## config.mk

```make
export PLATFORM = sky130hd
export DESIGN_NAME = alpu_pipe_flat
export DESIGN_NICKNAME = d
export VERILOG_FILES = /design/src/rtl/alpu_pipe_if.sv /design/src/rtl/alpu_pipe.sv /design/src/flat_wrapper.sv
export SDC_FILE = /design/constraint.sdc
export NUM_CORES = 1
export LEC_CHECK = 0
export BUFFER_PORTS_ARGS = -buffer_cell sky130_fd_sc_hd__buf_2
export CAP_MARGIN = 20
export CORE_AREA = 5 5 125 127
export DETAILED_ROUTE_END_ITERATION = 6
export DIE_AREA = 0 0 130 132
export PLACE_DENSITY = 0.55
export SLEW_MARGIN = 10
export SYNTH_ARGS = -nofsm -noshare
export SYNTH_HDL_FRONTEND = slang
export SYNTH_SLANG_ARGS = --single-unit
export TNS_END_PERCENT = 20
```

## constraint.sdc

```tcl
create_clock -name clk -period 4.55 [get_ports clk]
set_clock_uncertainty 0.05 [all_clocks]
set_input_delay 0.6825 -clock clk [delete_from_list [all_inputs] [get_ports clk]]
set_output_delay 0.6825 -clock clk [all_outputs]
set_load 0.01 [all_outputs]
```

## src/rtl/alpu_pipe_if.sv

```systemverilog
// alpu_pipe_if -- issue/writeback bus of the pipelined ALU.
//
// Request side : valid_i, ready_o, a_i, b_i, instr_i, cin_i
// Result side  : valid_o, ready_i, out_o, cout_o, zero_o, neg_o, ovf_o, illegal_o
// Status       : busy_o (multiplier running)
//
// The master modport is the issuing/consuming side, slave is the ALU itself.
interface alpu_pipe_if #(
    parameter int REG_WIDTH = 8
);
    logic                 valid_i;
    logic                 ready_o;
    logic [REG_WIDTH-1:0] a_i;
    logic [REG_WIDTH-1:0] b_i;
    logic [3:0]           instr_i;
    logic                 cin_i;
    logic                 valid_o;
    logic                 ready_i;
    logic [REG_WIDTH-1:0] out_o;
    logic                 cout_o;
    logic                 zero_o;
    logic                 neg_o;
    logic                 ovf_o;
    logic                 illegal_o;
    logic                 busy_o;

    modport master (
        output valid_i, a_i, b_i, instr_i, cin_i, ready_i,
        input  ready_o, valid_o, out_o, cout_o, zero_o, neg_o, ovf_o, illegal_o, busy_o
    );

    modport slave (
        input  valid_i, a_i, b_i, instr_i, cin_i, ready_i,
        output ready_o, valid_o, out_o, cout_o, zero_o, neg_o, ovf_o, illegal_o, busy_o
    );
endinterface

```

## src/rtl/alpu_pipe.sv

```systemverilog
// alpu_pipe -- registered arithmetic/logic/shift unit with an iterative
// shift-add multiplier, valid/ready handshake on both sides.
//
// Ports:
//   clk    rising-edge clock
//   reset  synchronous active-high reset
//   bus    alpu_pipe_if.slave: operands/opcode in, result + flags out
//
// Single-cycle ops land in the output register on the accept edge. MUL
// latches its operands, processes one multiplier bit per clock for
// REG_WIDTH clocks and writes the output register on the last one. The
// input side is closed (ready_o = 0) for the whole multiply.
module alpu_pipe #(
    parameter int REG_WIDTH = 8,
    parameter bit MUL_EN    = 1'b1
) (
    input  logic        clk,
    input  logic        reset,
    alpu_pipe_if.slave  bus
);
    localparam int SHAMT_W = $clog2(REG_WIDTH);
    localparam int CNT_W   = $clog2(REG_WIDTH + 1);

    localparam logic [3:0] OP_ADD = 4'h0, OP_ADC = 4'h1, OP_SUB = 4'h2, OP_SBC = 4'h3,
                           OP_AND = 4'h4, OP_OR  = 4'h5, OP_XOR = 4'h6, OP_NOT = 4'h7,
                           OP_SHL = 4'h8, OP_SHR = 4'h9, OP_SAR = 4'hA, OP_ROL = 4'hB,
                           OP_MUL = 4'hC, OP_CMP = 4'hD, OP_PSB = 4'hE;

    typedef enum logic {IDLE, MUL_BUSY} state_t;

    state_t state_q, state_d;

    logic                   ready_int;
    logic                   busy_int;
    logic                   accept;
    logic                   is_mul;
    logic                   mul_done;

    // output register
    logic [REG_WIDTH-1:0]   out_q, out_d;
    logic                   cout_q, cout_d;
    logic                   zero_q, zero_d;
    logic                   neg_q, neg_d;
    logic                   ovf_q, ovf_d;
    logic                   ill_q, ill_d;
    logic                   valid_q, valid_d;

    // multiplier state
    logic [2*REG_WIDTH-1:0] mcand_q, mcand_d;
    logic [REG_WIDTH-1:0]   mplier_q, mplier_d;
    logic [2*REG_WIDTH-1:0] acc_q, acc_d;
    logic [2*REG_WIDTH-1:0] acc_step;
    logic [CNT_W-1:0]       cnt_q, cnt_d;

    // single-cycle datapath
    logic [SHAMT_W-1:0]     shamt;
    logic [REG_WIDTH-1:0]   add_b;
    logic                   add_c;
    logic [REG_WIDTH:0]     sum;
    logic                   add_ovf;
    logic [REG_WIDTH:0]     shl_w;
    logic [REG_WIDTH:0]     shr_w;
    logic [REG_WIDTH:0]     sar_w;
    logic [2*REG_WIDTH-1:0] rol_w;
    logic [REG_WIDTH-1:0]   res_out;
    logic [REG_WIDTH-1:0]   flag_val;
    logic                   res_cout;
    logic                   res_ovf;
    logic                   res_ill;

    assign accept   = bus.valid_i && ready_int;
    assign is_mul   = MUL_EN && (bus.instr_i == OP_MUL);
    assign mul_done = (state_q == MUL_BUSY) && (cnt_q == CNT_W'(1));

    // ---------------- FSM: state register ----------------
    always_ff @(posedge clk) begin
        if (reset) begin
            state_q <= IDLE;
        end else begin
            state_q <= state_d;
        end
    end

    // ---------------- FSM: next state ----------------
    always_comb begin
        state_d = state_q;
        case (state_q)
            IDLE:     if (accept && is_mul) state_d = MUL_BUSY;
            MUL_BUSY: if (mul_done)         state_d = IDLE;
            default:  state_d = IDLE;
        endcase
    end

    // ---------------- FSM: outputs ----------------
    // A new op may enter only when the output register is empty or is
    // being drained on this same edge, so MUL always finds it free.
    always_comb begin
        ready_int = (state_q == IDLE) && (!valid_q || bus.ready_i);
        busy_int  = (state_q == MUL_BUSY);
    end

    // ---------------- adder / shifter ----------------
    assign shamt = bus.b_i[SHAMT_W-1:0];

    always_comb begin
        add_b = bus.b_i;
        add_c = 1'b0;
        case (bus.instr_i)
            OP_ADC:         add_c = bus.cin_i;
            OP_SUB, OP_CMP: begin add_b = ~bus.b_i; add_c = 1'b1;      end
            OP_SBC:         begin add_b = ~bus.b_i; add_c = bus.cin_i; end
            default: ;
        endcase
        sum     = {1'b0, bus.a_i} + {1'b0, add_b} + {{REG_WIDTH{1'b0}}, add_c};
        add_ovf = (bus.a_i[REG_WIDTH-1] == add_b[REG_WIDTH-1]) &&
                  (sum[REG_WIDTH-1] != bus.a_i[REG_WIDTH-1]);
    end

    // Shifts are done one bit wider so the last bit shifted out lands in
    // the extra position; a zero shift leaves a 0 there.
    always_comb begin
        shl_w = {1'b0, bus.a_i} << shamt;
        shr_w = {bus.a_i, 1'b0} >> shamt;
        sar_w = $signed({bus.a_i, 1'b0}) >>> shamt;
        rol_w = {bus.a_i, bus.a_i} << shamt;
    end

    always_comb begin
        res_out  = '0;
        res_cout = 1'b0;
        res_ovf  = 1'b0;
        res_ill  = 1'b0;
        case (bus.instr_i)
            OP_ADD, OP_ADC, OP_SUB, OP_SBC: begin
                res_out  = sum[REG_WIDTH-1:0];
                res_cout = sum[REG_WIDTH];
                res_ovf  = add_ovf;
            end
            OP_CMP: begin
                res_out  = bus.a_i;
                res_cout = sum[REG_WIDTH];
                res_ovf  = add_ovf;
            end
            OP_AND: res_out = bus.a_i & bus.b_i;
            OP_OR:  res_out = bus.a_i | bus.b_i;
            OP_XOR: res_out = bus.a_i ^ bus.b_i;
            OP_NOT: res_out = ~bus.a_i;
            OP_PSB: res_out = bus.b_i;
            OP_SHL: begin res_out = shl_w[REG_WIDTH-1:0]; res_cout = shl_w[REG_WIDTH]; end
            OP_SHR: begin res_out = shr_w[REG_WIDTH:1];   res_cout = shr_w[0];         end
            OP_SAR: begin res_out = sar_w[REG_WIDTH:1];   res_cout = sar_w[0];         end
            OP_ROL: begin
                res_out  = rol_w[2*REG_WIDTH-1:REG_WIDTH];
                // the last bit rotated out is the one that wrapped into bit 0
                res_cout = (shamt != '0) && rol_w[REG_WIDTH];
            end
            // MUL never reaches here when enabled; otherwise it is illegal
            default: res_ill = 1'b1;
        endcase
        // CMP reports zero/neg of the difference, not of the passed-through A
        flag_val = (bus.instr_i == OP_CMP) ? sum[REG_WIDTH-1:0] : res_out;
    end

    // ---------------- multiplier step ----------------
    assign acc_step = acc_q + (mplier_q[0] ? mcand_q : '0);

    always_comb begin
        mcand_d  = mcand_q;
        mplier_d = mplier_q;
        acc_d    = acc_q;
        cnt_d    = cnt_q;
        if (accept && is_mul) begin
            mcand_d  = {{REG_WIDTH{1'b0}}, bus.a_i};
            mplier_d = bus.b_i;
            acc_d    = '0;
            cnt_d    = CNT_W'(REG_WIDTH);
        end else if (state_q == MUL_BUSY) begin
            acc_d    = acc_step;
            mcand_d  = mcand_q << 1;
            mplier_d = mplier_q >> 1;
            cnt_d    = cnt_q - CNT_W'(1);
        end
    end

    // ---------------- output register ----------------
    always_comb begin
        out_d   = out_q;
        cout_d  = cout_q;
        zero_d  = zero_q;
        neg_d   = neg_q;
        ovf_d   = ovf_q;
        ill_d   = ill_q;
        valid_d = valid_q;
        if (mul_done) begin
            out_d   = acc_step[REG_WIDTH-1:0];
            cout_d  = |acc_step[2*REG_WIDTH-1:REG_WIDTH];
            zero_d  = (acc_step[REG_WIDTH-1:0] == '0);
            neg_d   = acc_step[REG_WIDTH-1];
            ovf_d   = 1'b0;
            ill_d   = 1'b0;
            valid_d = 1'b1;
        end else if (accept && !is_mul) begin
            out_d   = res_out;
            cout_d  = res_cout;
            zero_d  = (flag_val == '0);
            neg_d   = flag_val[REG_WIDTH-1];
            ovf_d   = res_ovf;
            ill_d   = res_ill;
            valid_d = 1'b1;
        end else if (accept || (valid_q && bus.ready_i)) begin
            // drained, and either nothing new or a MUL that starts now
            valid_d = 1'b0;
        end
    end

    always_ff @(posedge clk) begin
        if (reset) begin
            out_q    <= '0;
            cout_q   <= 1'b0;
            zero_q   <= 1'b0;
            neg_q    <= 1'b0;
            ovf_q    <= 1'b0;
            ill_q    <= 1'b0;
            valid_q  <= 1'b0;
            mcand_q  <= '0;
            mplier_q <= '0;
            acc_q    <= '0;
            cnt_q    <= '0;
        end else begin
            out_q    <= out_d;
            cout_q   <= cout_d;
            zero_q   <= zero_d;
            neg_q    <= neg_d;
            ovf_q    <= ovf_d;
            ill_q    <= ill_d;
            valid_q  <= valid_d;
            mcand_q  <= mcand_d;
            mplier_q <= mplier_d;
            acc_q    <= acc_d;
            cnt_q    <= cnt_d;
        end
    end

    assign bus.ready_o   = ready_int;
    assign bus.busy_o    = busy_int;
    assign bus.valid_o   = valid_q;
    assign bus.out_o     = out_q;
    assign bus.cout_o    = cout_q;
    assign bus.zero_o    = zero_q;
    assign bus.neg_o     = neg_q;
    assign bus.ovf_o     = ovf_q;
    assign bus.illegal_o = ill_q;
endmodule

```

## src/flat_wrapper.sv

```systemverilog
// flat-port wrapper written by rule: the top's interface ports become plain ports
module alpu_pipe_flat 
#(
    parameter int REG_WIDTH = 8,
    parameter bit MUL_EN    = 1'b1
)
  (clk, reset, bus_valid_i, bus_a_i, bus_b_i, bus_instr_i, bus_cin_i, bus_ready_i, bus_ready_o, bus_valid_o, bus_out_o, bus_cout_o, bus_zero_o, bus_neg_o, bus_ovf_o, bus_illegal_o, bus_busy_o);
  alpu_pipe_if #(.REG_WIDTH(REG_WIDTH)) bus_i ();
  input  logic clk;
  input  logic reset;
  input wire logic [$bits(bus_i.valid_i)-1:0] bus_valid_i;
  input wire logic [$bits(bus_i.a_i)-1:0] bus_a_i;
  input wire logic [$bits(bus_i.b_i)-1:0] bus_b_i;
  input wire logic [$bits(bus_i.instr_i)-1:0] bus_instr_i;
  input wire logic [$bits(bus_i.cin_i)-1:0] bus_cin_i;
  input wire logic [$bits(bus_i.ready_i)-1:0] bus_ready_i;
  output wire logic [$bits(bus_i.ready_o)-1:0] bus_ready_o;
  output wire logic [$bits(bus_i.valid_o)-1:0] bus_valid_o;
  output wire logic [$bits(bus_i.out_o)-1:0] bus_out_o;
  output wire logic [$bits(bus_i.cout_o)-1:0] bus_cout_o;
  output wire logic [$bits(bus_i.zero_o)-1:0] bus_zero_o;
  output wire logic [$bits(bus_i.neg_o)-1:0] bus_neg_o;
  output wire logic [$bits(bus_i.ovf_o)-1:0] bus_ovf_o;
  output wire logic [$bits(bus_i.illegal_o)-1:0] bus_illegal_o;
  output wire logic [$bits(bus_i.busy_o)-1:0] bus_busy_o;
  assign bus_i.valid_i = bus_valid_i;
  assign bus_i.a_i = bus_a_i;
  assign bus_i.b_i = bus_b_i;
  assign bus_i.instr_i = bus_instr_i;
  assign bus_i.cin_i = bus_cin_i;
  assign bus_i.ready_i = bus_ready_i;
  assign bus_ready_o = bus_i.ready_o;
  assign bus_valid_o = bus_i.valid_o;
  assign bus_out_o = bus_i.out_o;
  assign bus_cout_o = bus_i.cout_o;
  assign bus_zero_o = bus_i.zero_o;
  assign bus_neg_o = bus_i.neg_o;
  assign bus_ovf_o = bus_i.ovf_o;
  assign bus_illegal_o = bus_i.illegal_o;
  assign bus_busy_o = bus_i.busy_o;
  alpu_pipe #(.REG_WIDTH(REG_WIDTH), .MUL_EN(MUL_EN)) u_core (.clk(clk), .reset(reset), .bus(bus_i));
endmodule
```

Word level (Yosys, flattened, before mapping)
Index checks and enable logic that the tools add are counted.
{ "word_totals": {"register_bits": 59, "output_inout_bits": 16} }
{ "op_classes": {"n_addsub": 4, "n_eq_ne": 17, "shifts": 4, "n_mux": 28, "bitwise": 6, "n_reduce_logical": 28} }
{ "op_table": {"columns": ["cell", "n"], "rows": [
  ["$pmux W8 S11", 1],
  ["$mux W8", 8],
  ["$eq A4 B4 Y1 const B", 7],
  ["$add A16 B16 Y16", 1],
  ["$eq A4 B3 Y1 const B", 4],
  ["$logic_not A8 Y1", 2],
  ["$mux W16", 1],
  ["$not A8 Y8", 2],
  ["$shl A16 B3 Y16", 1],
  ["$reduce_or A14 Y1", 1],
  ["$mux W1", 13],
  ["$add A8 B8 Y9", 1],
  ["$add A9 B1 Y9", 1],
  ["$shl A8 B3 Y9", 1],
  ["$shr A9 B3 Y9", 1],
  ["$sshr A9 B3 Y9", 1],
  ["$and A8 B8 Y8", 1],
  ["$eq A4 B1 Y1 const B", 2],
  ["$eq A4 B2 Y1 const B", 2],
  ["$logic_and A1 B1 Y1", 8],
  ["$mux W4", 2],
  ["$or A8 B8 Y8", 1],
  ["$reduce_or A2 Y1", 4],
  ["$reduce_or A8 Y1", 1],
  ["15 further kinds", 20]
]} }

Logic depth before layout (Yosys ltp)
{ "logic_depth": {"word_depth": 10, "ltp_mapped": 17} }

Worst setup path before layout
Ideal clock, no wire load.
{ "synth_timing": {"path_kind": "input to register", "start": "in bus_instr_i[0]", "end": "reg u_core.zero_q, in the netlist u_core.bus.zero_o", "setup_ns": 0.088, "arrival_time_ns": 4.289, "slack_ns": 0.124, "stages": 17, "path_buffers": 3, "path_cell_list": "buf_4 -> nor2b_1 -> clkbuf_1 -> and3_1 -> clkbuf_1 -> a21oi_2 -> xnor2_1 -> fa_1 -> fa_1 -> a211oi_2 -> o21ai_1 -> o21ai_1 -> xor2_1 -> or3b_1 -> nor4b_1 -> a211oi_1 -> nor4_2"} }
{ "synth_between": {"elab_chain_len": 10, "word_cells_on_any_way": 31} }
{ "synth_rtl": {"columns": ["element", "line_no", "rtl"], "rows": [
  ["start: declaration", "flat_wrapper.sv:14", "input wire logic [$bits(bus_i.instr_i)-1:0] bus_instr_i;"],
  ["$eq A4 B2 Y1 or $eq A4 B4 Y1 (tied branches)", "alpu_pipe.sv:108, alpu_pipe.sv:133, alpu_pipe.sv:161", null],
  ["$reduce_or A3 Y1 (no source line)", null, null],
  ["$mux W8", null, null],
  ["$add A8 B8 Y9", "alpu_pipe.sv:114", "sum = {1'b0, bus.a_i} + {1'b0, add_b} + {{REG_WIDTH{1'b0}}, add_c};"],
  ["$add A9 B1 Y9", "alpu_pipe.sv:114", null],
  ["$pmux W8 S11", "alpu_pipe.sv:133", "case (bus.instr_i)"],
  ["$mux W8", "alpu_pipe.sv:161", "flag_val = (bus.instr_i == OP_CMP) ? sum[REG_WIDTH-1:0] : res_out;"],
  ["$logic_not A8 Y1", "alpu_pipe.sv:205", "zero_d = (flag_val == '0);"],
  ["$mux W1", "alpu_pipe.sv:202", "end else if (accept && !is_mul) begin"],
  ["$mux W1", "alpu_pipe.sv:194", "if (mul_done) begin"],
  ["end signal: assignment", "alpu_pipe.sv:232", "zero_q <= zero_d;"],
  ["end: declaration", "alpu_pipe.sv:42", "logic zero_q, zero_d;"]
]} }
Parallel ways exist; a longest one is shown, timed or not. The select of a mux whose other input is x is not followed.
A chain may end at the register's enable or synchronous reset.

Worst setup path after layout
{ "layout_timing": {"start": "in bus_instr_i[1]", "end": "reg u_core.zero_q, in the netlist u_core.bus.zero_o"} }
Same word-level chain as after synthesis.

==> reports/metrics.yaml <==
place:
  hpwlAfterDp_um: 11770
  place_area_um2: 5733
  io_buffers: 40
  place.gp.congestion: 0.9431
finish:
  fin_area_um2: 6045
  drive_above_1_share_pct: 15.01
  final_common_cell: "nor2_1"
  final_cell_mix: "78 x nor2_1, 58 x dfxtp_1, 53 x a21oi_1, 46 x nand2_1, 41 x ha_1"
  syn2layout_area_growth_pct: 10.83
  finalNetCount: 757
  antenna_cells: 0
die:
  dieArea_um2: 17160
  dieHeight_um: 132
  pin_count: 41
  core_um2: 14310
  die_x_um: 130
  initial_core_util_pct: 38.10
  row_count: 44
power_and_ir_drop:
  peakVddDrop_uv: 159.0
  leakage_nw: 2.375
  p_per_area_nw_per_um2: 265.4
clocking:
  clockRootBuffer: "clkbuf_16"
  hold_buffers: 0
  cts_made_buffers: 9
  cts.sinks: 59
  clock_latency_ns: 0.33
  tritoncts: "yes"
  clk_pin_slew_ns: 0.05
  post_cts_buffers: 0
  ctsResizeCount: 0
  clockBufferDepth: 2
  h-tree-depth: 3
status:
  status: "complete, no violations"
worst_setup_path:
  end_kind: "flop"
  cp-start-kind: "primary input"
  worstSetupPathType: "in2reg"
  cp_max_fo: 5
  cp_cell_sequence: "buf_2 > nor2b_1 > and3_1 > a21oi_2 > xnor2_1 > fa_1 > fa_1 > a211oi_2 > o21ai_1 > o21ai_1 > xor2_1 > or3b_1 > nor4b_1 > a211oi_1 > nor4_2"
  regToRegSetupSlack_ns: 1.35
  arrival_ns: 3.96
  crit_required_ns: 4.74
  crit_path_max_incr_delay_ns: 0.43
  slowest_stage: "fa_1"
  timing.rr.start: "u_core.mplier_q[0]"
  r2r_cells: 12
  r2r_end: "u_core.bus.cout_o"
timing:
  hold_violations: 0
  whs_ns: 0.4101
  grt_setup_unrepaired: "no"
  setup-violations-final: 0
  setup_tns_ns: 0
  fmax_mhz: 264.8
  maxSlewViolCount: 0
  tightestPinTransition_ns: 0.8552
  post-route-period-util_pct: 82.99
  period_needed_ns: 3.776
  relSlewSlack_pct: 42.78
synth:
  syn_inst: 674
  synthesis.nets: 743
  synthFlopType: "dfxtp_1"
  netlist_area_um2: 5454
  synth_edf_count: 0
  ys_warn_count: 0
  synth_cell_types: 82
  synth.avg_cell_area_um2: 8.092
  async_flop_share_pct: 0
  ys_seq_elements: 59
  ys_seq_area_share_pct: 21.66
detailed_routing:
  dr.pass1.iters: 5
  drt_iter0_markers: 413
  routed_via_density: 5.748
  routed_wl_um: 16060
  wl_per_cell_um: 18.31
  final_antenna_net_count: 0
  num_vias: 5041
  drc: 0
global_routing:
  antenna_found_initial: 0
  grtUsageTotal_pct: 18.69
  grt_overflow: 0
  grt_max_degree: 53
  grt_pass1_wl_um: 25830
  grt_pass1_vias: 4862
worst_hold_path:
  min-delay-start: "u_core.mplier_q[6]"
  worstHoldPathCells: 2
  hold_end: "u_core.mplier_q[6]"
  hold_class: "reg2reg"
flow_run:
  max-cap-violations: 0
==> synthesized netlist by cell type, drive strengths merged (22+ instances only) <==
cell type / number / share of area [%]
buf: 25 / 2.8
clkbuf: 26 / 1.8
inv: 29 / 2.0
nand2: 46 / 3.2
xnor2: 22 / 3.7
a21oi: 55 / 5.2
mux2i: 31 / 5.7
o21ai: 29 / 2.7
dfxtp: 59 / 22
nor2: 78 / 5.4
ha: 41 / 9.4
==> final cells by class <==
| type | instances | area (um2) |
|---|---|---|
| Clock buffer | 12 | 246.5 |
| Timing Repair Buffer | 54 | 312.8 |
| Clock inverter | 4 | 50.05 |
| Sequential cell | 59 | 1182 |
| Fill cell | 1509 | 8269 |
| Tap cell | 184 | 230.2 |
| Inverter | 29 | 108.9 |
| Multi-Input combinational cell | 535 | 3914 |
==> where the power goes <==
part | leakage [nW] | switching (mW) | total [mW] | internal [mW]
Combinational | 1.76 | 0.233 | 0.386 | 0.153
Sequential | 0.478 | 0.00907 | 0.541 | 0.531
Clock | 0.139 | 0.239 | 0.677 | 0.438
==> worst max-delay path, delay by kind of cell <==
| family | cells | cell delay (ns) |
|---|---|---|
| xor gates and xnor gates | 2 | 0.35 |
| AOI/OAI and AO/OA | 5 | 0.66 |
| adders and majority gates | 2 | 0.86 |
| buffers and inverters | 1 | 0.10 |
| and+or+nand+nor | 5 | 1.30 |
==> worst max-delay path by stage <==
| stage | slack, ns | end | startpoint |
|---|---|---|---|
| CTS | 0.79 | u_core.bus.zero_o | bus_instr_i[0] |
| global route | 0.42 | u_core.bus.zero_o | bus_instr_i[0] |
| global placement | 0.53 | u_core.bus.zero_o | bus_instr_i[1] |
| detailed placement | 0.47 | u_core.bus.zero_o | bus_instr_i[1] |
| finish | 0.77 | u_core.bus.zero_o | bus_instr_i[1] |
| floorplan | 0.12 | u_core.bus.zero_o | bus_instr_i[0] |
==> state kept, by name, indices dropped and copies added, names as in the netlist <==
name	flops
u_core.mcand_q	16
u_core.bus.ovf_o	1
u_core.bus.busy_o	1
u_core.bus.zero_o	1
u_core.bus.illegal_o	1
u_core.bus.neg_o	1
u_core.bus.valid_o	1
u_core.acc_q	16
u_core.bus.cout_o	1
u_core.bus.out_o	8
u_core.cnt_q	4
u_core.mplier_q	8
==> per-layer routing <==
metal	GRT usage, %	vias up	part of all wire [%]
li1	-	2473	-
met1	27.73	2429	49
met2	28.45	125	45
met3	2.755	14	4.9
met4	4.446	0	1.4
met5	0	-	0
==> kinds of logic (layout without fill, tap and decap cells) <==
| group | after synthesis | in the layout | synth area share [%] |
|---|---|---|---|
| flops | 59 | 59 | 21.66 |
| simple gates | 234 | 234 | 22.28 |
| buf+inv | 80 | 99 | 6.584 |
| xor+xnor | 32 | 32 | 5.414 |
| fa+ha+maj | 44 | 44 | 10.51 |
| mux | 48 | 48 | 11.75 |
| compound gates | 177 | 177 | 21.82 |
==> metrics by stage <==
stage	cells	total power, mW	util (%)	setup slack, ns
after floorplan	674	0.8260	-	0.1236
after global placement	860	0.9268	40.05	0.5341
after detailed placement	860	0.9325	40.05	0.4714
after CTS	876	1.613	42.12	0.7936
after global routing	877	1.680	42.23	0.4224
final	877	1.604	42.23	0.7742
Power figures use the tool's default switching activity.
